$ cat src/rtl/sc_count_ctrl.sv
// Counter control FSM: turns the debounced button into SHORT/LONG commands and drives the
// counter's enable/clear strobes. Optional wrap-around mode: define COUNTCTRL_AUTORELOAD_EN.
module sc_count_ctrl #(
  parameter int N_HOLD      = 26,
  parameter int HOLD_CYCLES = 50000000
) (
  input  logic       SC_COUNTCTRL_CLOCK_50,
  input  logic       SC_COUNTCTRL_RESET_InLow,
  input  logic       SC_COUNTCTRL_BUTTON_InLow,
  input  logic       SC_COUNTCTRL_TICK_InHigh,
  input  logic       SC_COUNTCTRL_FLAG_InLow,
  output logic       SC_COUNTCTRL_ENABLE_OutLow,
  output logic       SC_COUNTCTRL_CLEAR_OutLow,
  output logic [1:0] SC_COUNTCTRL_STATE_OutBus,
  output logic       SC_COUNTCTRL_DONE_OutHigh
);

  typedef enum logic [1:0] {
    ST_IDLE  = 2'b00,
    ST_RUN   = 2'b01,
    ST_PAUSE = 2'b10,
    ST_DONE  = 2'b11
  } state_t;

  localparam logic [N_HOLD-1:0] HOLD_MAX  = N_HOLD'(HOLD_CYCLES);
  localparam logic [N_HOLD-1:0] HOLD_LAST = N_HOLD'(HOLD_CYCLES - 1);

  state_t              state_q, state_d;
  logic                btn_q, btn_d;
  logic [N_HOLD-1:0]   hold_q, hold_d;
  logic                long_fired_q, long_fired_d;
  logic                enable_q, enable_d;
  logic                clear_q, clear_d;
  logic                long_evt, short_evt;
`ifndef COUNTCTRL_AUTORELOAD_EN
  logic                done_q, done_d;
`endif

  // Press classification. hold_q is non-zero on the first released cycle of any press,
  // so it doubles as the release detector without a second button flop.
  always_comb begin
    btn_d        = SC_COUNTCTRL_BUTTON_InLow;
    hold_d       = hold_q;
    long_fired_d = long_fired_q;
    long_evt     = 1'b0;
    short_evt    = 1'b0;
    if (!btn_q) begin
      if (hold_q != HOLD_MAX) begin
        hold_d = hold_q + 1'b1;
      end
      if (!long_fired_q && (hold_q == HOLD_LAST)) begin
        long_evt     = 1'b1;
        long_fired_d = 1'b1;
      end
    end else if (hold_q != '0) begin
      short_evt    = !long_fired_q;
      hold_d       = '0;
      long_fired_d = 1'b0;
    end
  end

  // Next state and strobes; priority LONG > flag > SHORT > tick.
  always_comb begin
    state_d  = state_q;
    enable_d = 1'b1;
    clear_d  = 1'b1;
    case (state_q)
      ST_IDLE: begin
        if (long_evt) begin
          clear_d = 1'b0;
        end else if (short_evt) begin
          state_d = ST_RUN;
        end
      end
      ST_RUN: begin
        if (long_evt) begin
          clear_d = 1'b0;
          state_d = ST_IDLE;
        end else if (!SC_COUNTCTRL_FLAG_InLow) begin
`ifdef COUNTCTRL_AUTORELOAD_EN
          // The flag can still read 0 while the clear lands; skip back-to-back clears.
          clear_d = !clear_q;
`else
          state_d = ST_DONE;
`endif
        end else if (short_evt) begin
          state_d = ST_PAUSE;
        end else if (SC_COUNTCTRL_TICK_InHigh) begin
          enable_d = 1'b0;
        end
      end
      ST_PAUSE: begin
        if (long_evt) begin
          clear_d = 1'b0;
          state_d = ST_IDLE;
        end else if (short_evt) begin
          state_d = ST_RUN;
        end
      end
      ST_DONE: begin
        if (long_evt || short_evt) begin
          clear_d = 1'b0;
          state_d = ST_IDLE;
        end
      end
      default: state_d = ST_IDLE;
    endcase
  end

`ifndef COUNTCTRL_AUTORELOAD_EN
  always_comb begin
    done_d = (state_d == ST_DONE);
  end
`endif

  always_ff @(posedge SC_COUNTCTRL_CLOCK_50 or negedge SC_COUNTCTRL_RESET_InLow) begin
    if (!SC_COUNTCTRL_RESET_InLow) begin
      state_q      <= ST_IDLE;
      btn_q        <= 1'b1;
      hold_q       <= '0;
      long_fired_q <= 1'b0;
      enable_q     <= 1'b1;
      clear_q      <= 1'b1;
`ifndef COUNTCTRL_AUTORELOAD_EN
      done_q       <= 1'b0;
`endif
    end else begin
      state_q      <= state_d;
      btn_q        <= btn_d;
      hold_q       <= hold_d;
      long_fired_q <= long_fired_d;
      enable_q     <= enable_d;
      clear_q      <= clear_d;
`ifndef COUNTCTRL_AUTORELOAD_EN
      done_q       <= done_d;
`endif
    end
  end

  assign SC_COUNTCTRL_ENABLE_OutLow = enable_q;
  assign SC_COUNTCTRL_CLEAR_OutLow  = clear_q;
  assign SC_COUNTCTRL_STATE_OutBus  = state_q;
`ifdef COUNTCTRL_AUTORELOAD_EN
  assign SC_COUNTCTRL_DONE_OutHigh  = 1'b0;
`else
  assign SC_COUNTCTRL_DONE_OutHigh  = done_q;
`endif

endmodule

$ cat config.mk
export PLATFORM = sky130hd
export DESIGN_NAME = sc_count_ctrl
export DESIGN_NICKNAME = d
export VERILOG_FILES = /design/src/rtl/sc_count_ctrl.sv
export SDC_FILE = /design/constraint.sdc
export NUM_CORES = 1
export LEC_CHECK = 0
export CORE_AREA = 2 2 57 80
export DETAILED_ROUTE_END_ITERATION = 7
export DIE_AREA = 0 0 59 82
export GPL_TIMING_DRIVEN = 1
export PLACE_DENSITY = 0.66
export SLEW_MARGIN = 10
export SYNTH_ARGS = -nofsm -noshare
export SYNTH_HDL_FRONTEND = slang
export SYNTH_SLANG_ARGS = --single-unit
$ cat constraint.sdc
create_clock -name SC_COUNTCTRL_CLOCK_50 -period 2.55 [get_ports SC_COUNTCTRL_CLOCK_50]
set_clock_uncertainty 0.1 [all_clocks]
set_input_delay 0.255 -clock SC_COUNTCTRL_CLOCK_50 [delete_from_list [all_inputs] [get_ports SC_COUNTCTRL_CLOCK_50]]
set_output_delay 0.255 -clock SC_COUNTCTRL_CLOCK_50 [all_outputs]
set_load 0.02 [all_outputs]
* Yosys cells after proc, flatten, opt, wreduce, memory -nomap -nowiden *
Index checks and enable logic that the tools add are counted.

storage, ports and cells
  bits in registers = 33
  input bits = 5
  logic and storage cells = 51

operators by class
  $add $sub $neg = 1
  equal/unequal tests = 7
  muxes and demuxes = 26
  reductions and logical operators = 10

operators by type and width
  cell                                                              number
  26-bit two-way mux                                                3
  26-bit by 1-bit adder with 26-bit output (second input constant)  1
  26-bit == test (second input constant)                            1
  26-bit != test (second input constant)                            1
  26-bit nonzero test                                               1
  1-bit two-way mux                                                 14
  2-bit two-way mux                                                 7
  2-bit one-hot mux with 4 select lines                             1
  2-bit == test (second input constant)                             3
  2-bit AND reduction                                               2
  2-bit nonzero test                                                2
  3-bit OR reduction                                                1
  2-bit by 1-bit == test with 1-bit output (second input constant)  1
  2-bit logical NOT                                                 1
  2-bit by 1-bit != test with 1-bit output (second input constant)  1
  1-bit one-hot mux with 2 select lines                             1
  1-bit logical AND                                                 1
  1-bit logical NOT                                                 1
  1-bit logical OR                                                  1

* Logic depth before layout (Yosys ltp) *
  word-level depth = 8
  gate-level depth with buffers = 8
  depth with buffers taken out = 7

* Least setup slack after synthesis *
Ideal clock, no wire load.

  kind = register to register
  from = register hold_q[16]
  to = register state_q[1], in the netlist SC_COUNTCTRL_STATE_OutBus[1]
  setup time = 0.142 ns
  arrival time = 2.065 ns
  slack = 0.243 ns
  cell stages (with the launch flop) = 7
  path buffers = 1
  period minus slack after synthesis = 2.307 ns
  path through = dfrtp_1 > or4_1 > or4_4 > o21a_1 > buf_6 > a221oi_1 > a211oi_1

on the way
  word-level cells in the longest chain between the ends = 7

RTL lines
  item                                                           RTL line  text
  from (decl)                                                    30        logic [N_HOLD-1:0] hold_q, hold_d;
  from (signal assigned)                                         130       hold_q <= hold_d;
  26-bit nonzero test / 26-bit == test (equally long branches)   55, 51
  1-bit two-way mux / 1-bit logical AND (equally long branches)  55, 51
  1-bit two-way mux, on equally long branches                    47, 51
  2-bit two-way mux / 1-bit two-way mux (equally long branches)  86, 47
  2-bit two-way mux / 1-bit logical OR (equally long branches)   79, 101
  2-bit two-way mux, on equally long branches                    76, 101
  2-bit one-hot mux with 4 select lines (*)                      67        case (state_q)
  via state_d[1]                                                 28        state_t state_q, state_d;
  to (signal assigned)                                           128       state_q <= state_d;
  to (decl)                                                      28

The timed path passes the listed nets; every way through them passes the cells marked *.
A chain may end at the register's enable or synchronous reset.

* Worst setup path in the final report *
  from = register hold_q[10]
  to = register hold_q[6]

on the way
  word-level cells in the longest chain between the ends = 3

RTL lines
  item                                                                                             RTL line
  26-bit nonzero test / 26-bit != test (equally long branches)                                     55, 48
  2-bit by 1-bit != test with 1-bit output (no line) / 2-bit nonzero test (equally long branches)  --
  2-bit AND reduction (no line) (*)                                                                --

Mark *: on every way between the ends. The rest lies on a longest branch, timed or not.

==> impl_metrics.csv <==
group,metric,value,unit
cells_and_area,fillerInstances,419,
clock_tree,post_cts_resized,0,
floorplanning,coreArea,4130,sq um
cells_and_area,post-route-util,47.2,%
floorplanning,pin_count,10,
clock_tree,clk_path_buf_depth,2,
place,place_hpwl,2.70,mm
route,drtIter0Drc,26,
route,drt-total-wl,3.76,mm
synth,synthAdderAreaFrac,1.48,%
sta,hold_viol_final,0,
route,route.detailed.drc,0,
route,dr_wl_met2,1.99,mm
worst_setup_path,path_max_fanout,10,
floorplanning,die-area,4840,sq um
grt,grt_max_degree,34,
floorplanning,die_w,59,um
route,avgRoutedWirePerCell,15.7,um
sta,rsz0062_at_grt,"no",
power,power.total,1.35,mW
grt,grt_usage,17.9,%
synth,synthCells,177,
synth,synth.distinct_cells,41,
worst_setup_path,slowest_stage,"or4_1",
clock_tree,cts_sinks,33,
synth,avgSynthCellArea,9.56,sq um
synth,synth-simple-area-share,27.1,%
sta,final.setup.tns,0,ns
sta,fin_crit,2.34,ns
synth,yosysSeqAreaShare,49.0,%
synth,yosysTopAreaCell,"dfrtp_1",
place,place_congestion,0.875,
run_status,outcome,"completed",
worst_setup_path,crit_required,2.63,ns
cells_and_area,diodes,0,
clock_tree,cts-buffers-inserted,5,
route,viasPerCell,5.71,
synth,ys_warn_count,0,
min_path,hp-class,"primary input to async pin",
floorplanning,num_rows,28,
worst_setup_path,cp_num_buf_inv,1,
cells_and_area,drive_above_1_share,10.3,%
route,dr.max_layer_used,"met4",
synth,synth_xor_area_share,6.73,%
floorplanning,die_y,82,um
worst_setup_path,arrival,2.41,ns
worst_setup_path,endpoint_kind,"flop",
synth,synth_nets,184,
power,ir_drop,0.000305,V
clock_tree,cts_max_level,2,
synth,synth_top_family_by_area,"simple AND/OR/NAND/NOR gates",
worst_setup_path,startpoint_type,"flop",
floorplanning,start_util,40.9,%
power,power.density,692,nW/um^2
route,dr_wl_met3,153,um
cells_and_area,fin_nets,201,
worst_setup_path,crit_chain,"or4_1 -> or4_4 -> o21ai_1 -> buf_4 -> o311ai_0 -> o41ai_1",
sta,relSlewSlack,66.9,%
clock_tree,path_clk_slew,0.06,ns
sta,fin_ws,0.214,ns
sta,max_freq,0.428,GHz
worst_setup_path,crit_type,"flop to flop",
place,numPortBuffers,9,
synth,synth.top_cells.by_count,"30 x dfrtp_1, 19 x nor2_1, 18 x nand2_1",
grt,grt_pass1_vias,1355,
worst_setup_path,critical_path.max_stage_delay,0.55,ns
clock_tree,root_buffer,"clkbuf_8",
synth,syn-cell-area,1690,sq um
synth,synth_most_common_cell,"dfrtp_1",
run,maxCapViolCount,0,
power,power_leakage,0.815,nW
sta,worst_slew_pin_slew,0.492,ns
route,first_pass_iters,4,
worst_setup_path,cp_top_family,"simple AND/OR/NAND/NOR gates",
route,vias,1371,
grt,grt_pass1_wl,6.38,mm
cells_and_area,area_growth,15.2,%
sta,slew_viol_final,0,
synth,synth_edf_count,0,
place,dp_slack,0.224,ns
clock_tree,clkLatencyLatePin,0.29,ns
route,drtAntennaViolNets,0,
grt,grt_antenna_before_repair,0,
clock_tree,cts_tree,"done",
synth,synth.area.top_cells,"dfrtp_1 44%, dfstp_2 4.7%, nand3_1 4.4%",
grt,overflow,0,
sta,finalSetupViolations,0,
synth,synthFlopType,"dfrtp_1",
synth,muxShareOfSynthArea,1.78,%
sta,min_period_over_period,91.6,%
synth,async_flop_share,100,%
synth,synth_compound_area_share,10.7,%
synth,synth_top_area_share,44.4,%
clock_tree,ctsHoldBuffers,0,
clock_tree,postCtsSetupBuffers,0,
synth,synth_seq_cells,33,
route,wl_met1,1.53,mm
[area by class of cell]
class | instances | area (sq um) | area share, %
clock buffer | 8 | 90.1 | 4.62
inverter | 6 | 22.5 | 1.16
multi-input combinational | 132 | 808 | 41.5
sequential | 33 | 830 | 42.6
tap | 45 | 56.3 | 2.89
timing repair buffer | 16 | 143 | 7.32
[registers in the layout (all words and copies together) (netlist names)]
name,flops
btn_q,1
SC_COUNTCTRL_CLEAR_OutLow,1
SC_COUNTCTRL_DONE_OutHigh,1
long_fired_q,1
hold_q,26
SC_COUNTCTRL_STATE_OutBus,2
SC_COUNTCTRL_ENABLE_OutLow,1
[report_power, final]
part | internal (mW) | leakage (nW) | switching [mW] | total [mW]
combinational | 0.143 | 0.329 | 0.170 | 0.312
sequential | 0.576 | 0.440 | 0.0565 | 0.633
clock | 0.220 | 0.0455 | 0.184 | 0.404
total | 0.939 | 0.815 | 0.411 | 1.35
[per-stage QoR]
stage / cells / hold slack, ns / instance area, sq um
4_1_cts: 240 / 0.260 / 1950
6_report: 240 / 0.263 / 1950
2_1_floorplan: 177 / -0.141 / 1690
3_5_place_dp: 232 / 0.402 / 1860
3_3_place_gp: 232 / 0.385 / 1860
5_1_grt: 240 / 0.275 / 1950
[final timing paths]
check / depth (start not counted) / slack, ns / end / from
setup / recovery: 6 / 0.21 / hold_q[6]$_DFFE_PN0P_ / hold_q[10]$_DFFE_PN0P_
hold / removal: 2 / 0.26 / hold_q[12]$_DFFE_PN0P_ / SC_COUNTCTRL_RESET_InLow
setup reg to reg: 6 / 0.21 / hold_q[6]$_DFFE_PN0P_ / hold_q[10]$_DFFE_PN0P_
hold reg to reg: 1 / 0.41 / hold_q[6]$_DFFE_PN0P_ / hold_q[6]$_DFFE_PN0P_
max in group asynchronous: 2 / 1.75 / SC_COUNTCTRL_ENABLE_OutLow$_DFF_PN1_ / SC_COUNTCTRL_RESET_InLow
min in group SC_COUNTCTRL_CLOCK_50: 1 / 0.27 / btn_q$_DFF_PN1_ / SC_COUNTCTRL_BUTTON_InLow
[worst register-to-register path: cells and delay by family, from the launching register on]
kind | cells | cell delay [ns]
buffers and inverters | 1 | 0.23
flip-flops | 1 | 0.41
AO/OA/AOI/OAI | 3 | 0.41
AND/OR/NAND/NOR | 2 | 1.08
[cells in the final DEF, fill, tap and decap left out, types with 3 or more instances in the layout]
cell / count
inv_1: 6
clkbuf_8: 6
nor3_1: 6
o31ai_1: 6
nand2_1: 18
clkdlybuf4s50_1: 9
nor2_1: 19
xnor2_1: 5
nand4_1: 4
nand2b_1: 4
dfstp_2: 3
nor4_1: 8
o211ai_1: 4
o21ai_0: 5
mux2i_1: 3
buf_4: 7
nand3_1: 15
dfrtp_1: 30
xor2_1: 8
[logic make-up (layout without fill, tap and decap cells)]
kind of cell	count (synthesis)	in the layout
AOI/OAI and AO/OA	26	26
xor gates and xnor gates	13	13
adders and majority gates	2	2
buffers and inverters	12	30
DFF	33	33
muxes	3	3
and+or+nand+nor	88	88
[routing by layer]
metal / global-route usage, % / vias up
li1: - / 673
met1: 19.9 / 663
met2: 32.1 / 27
met3: 3.78 / 8
met4: 8.18 / 0
met5: 0 / -
No activity file was read; power rests on OpenSTA's default activity.
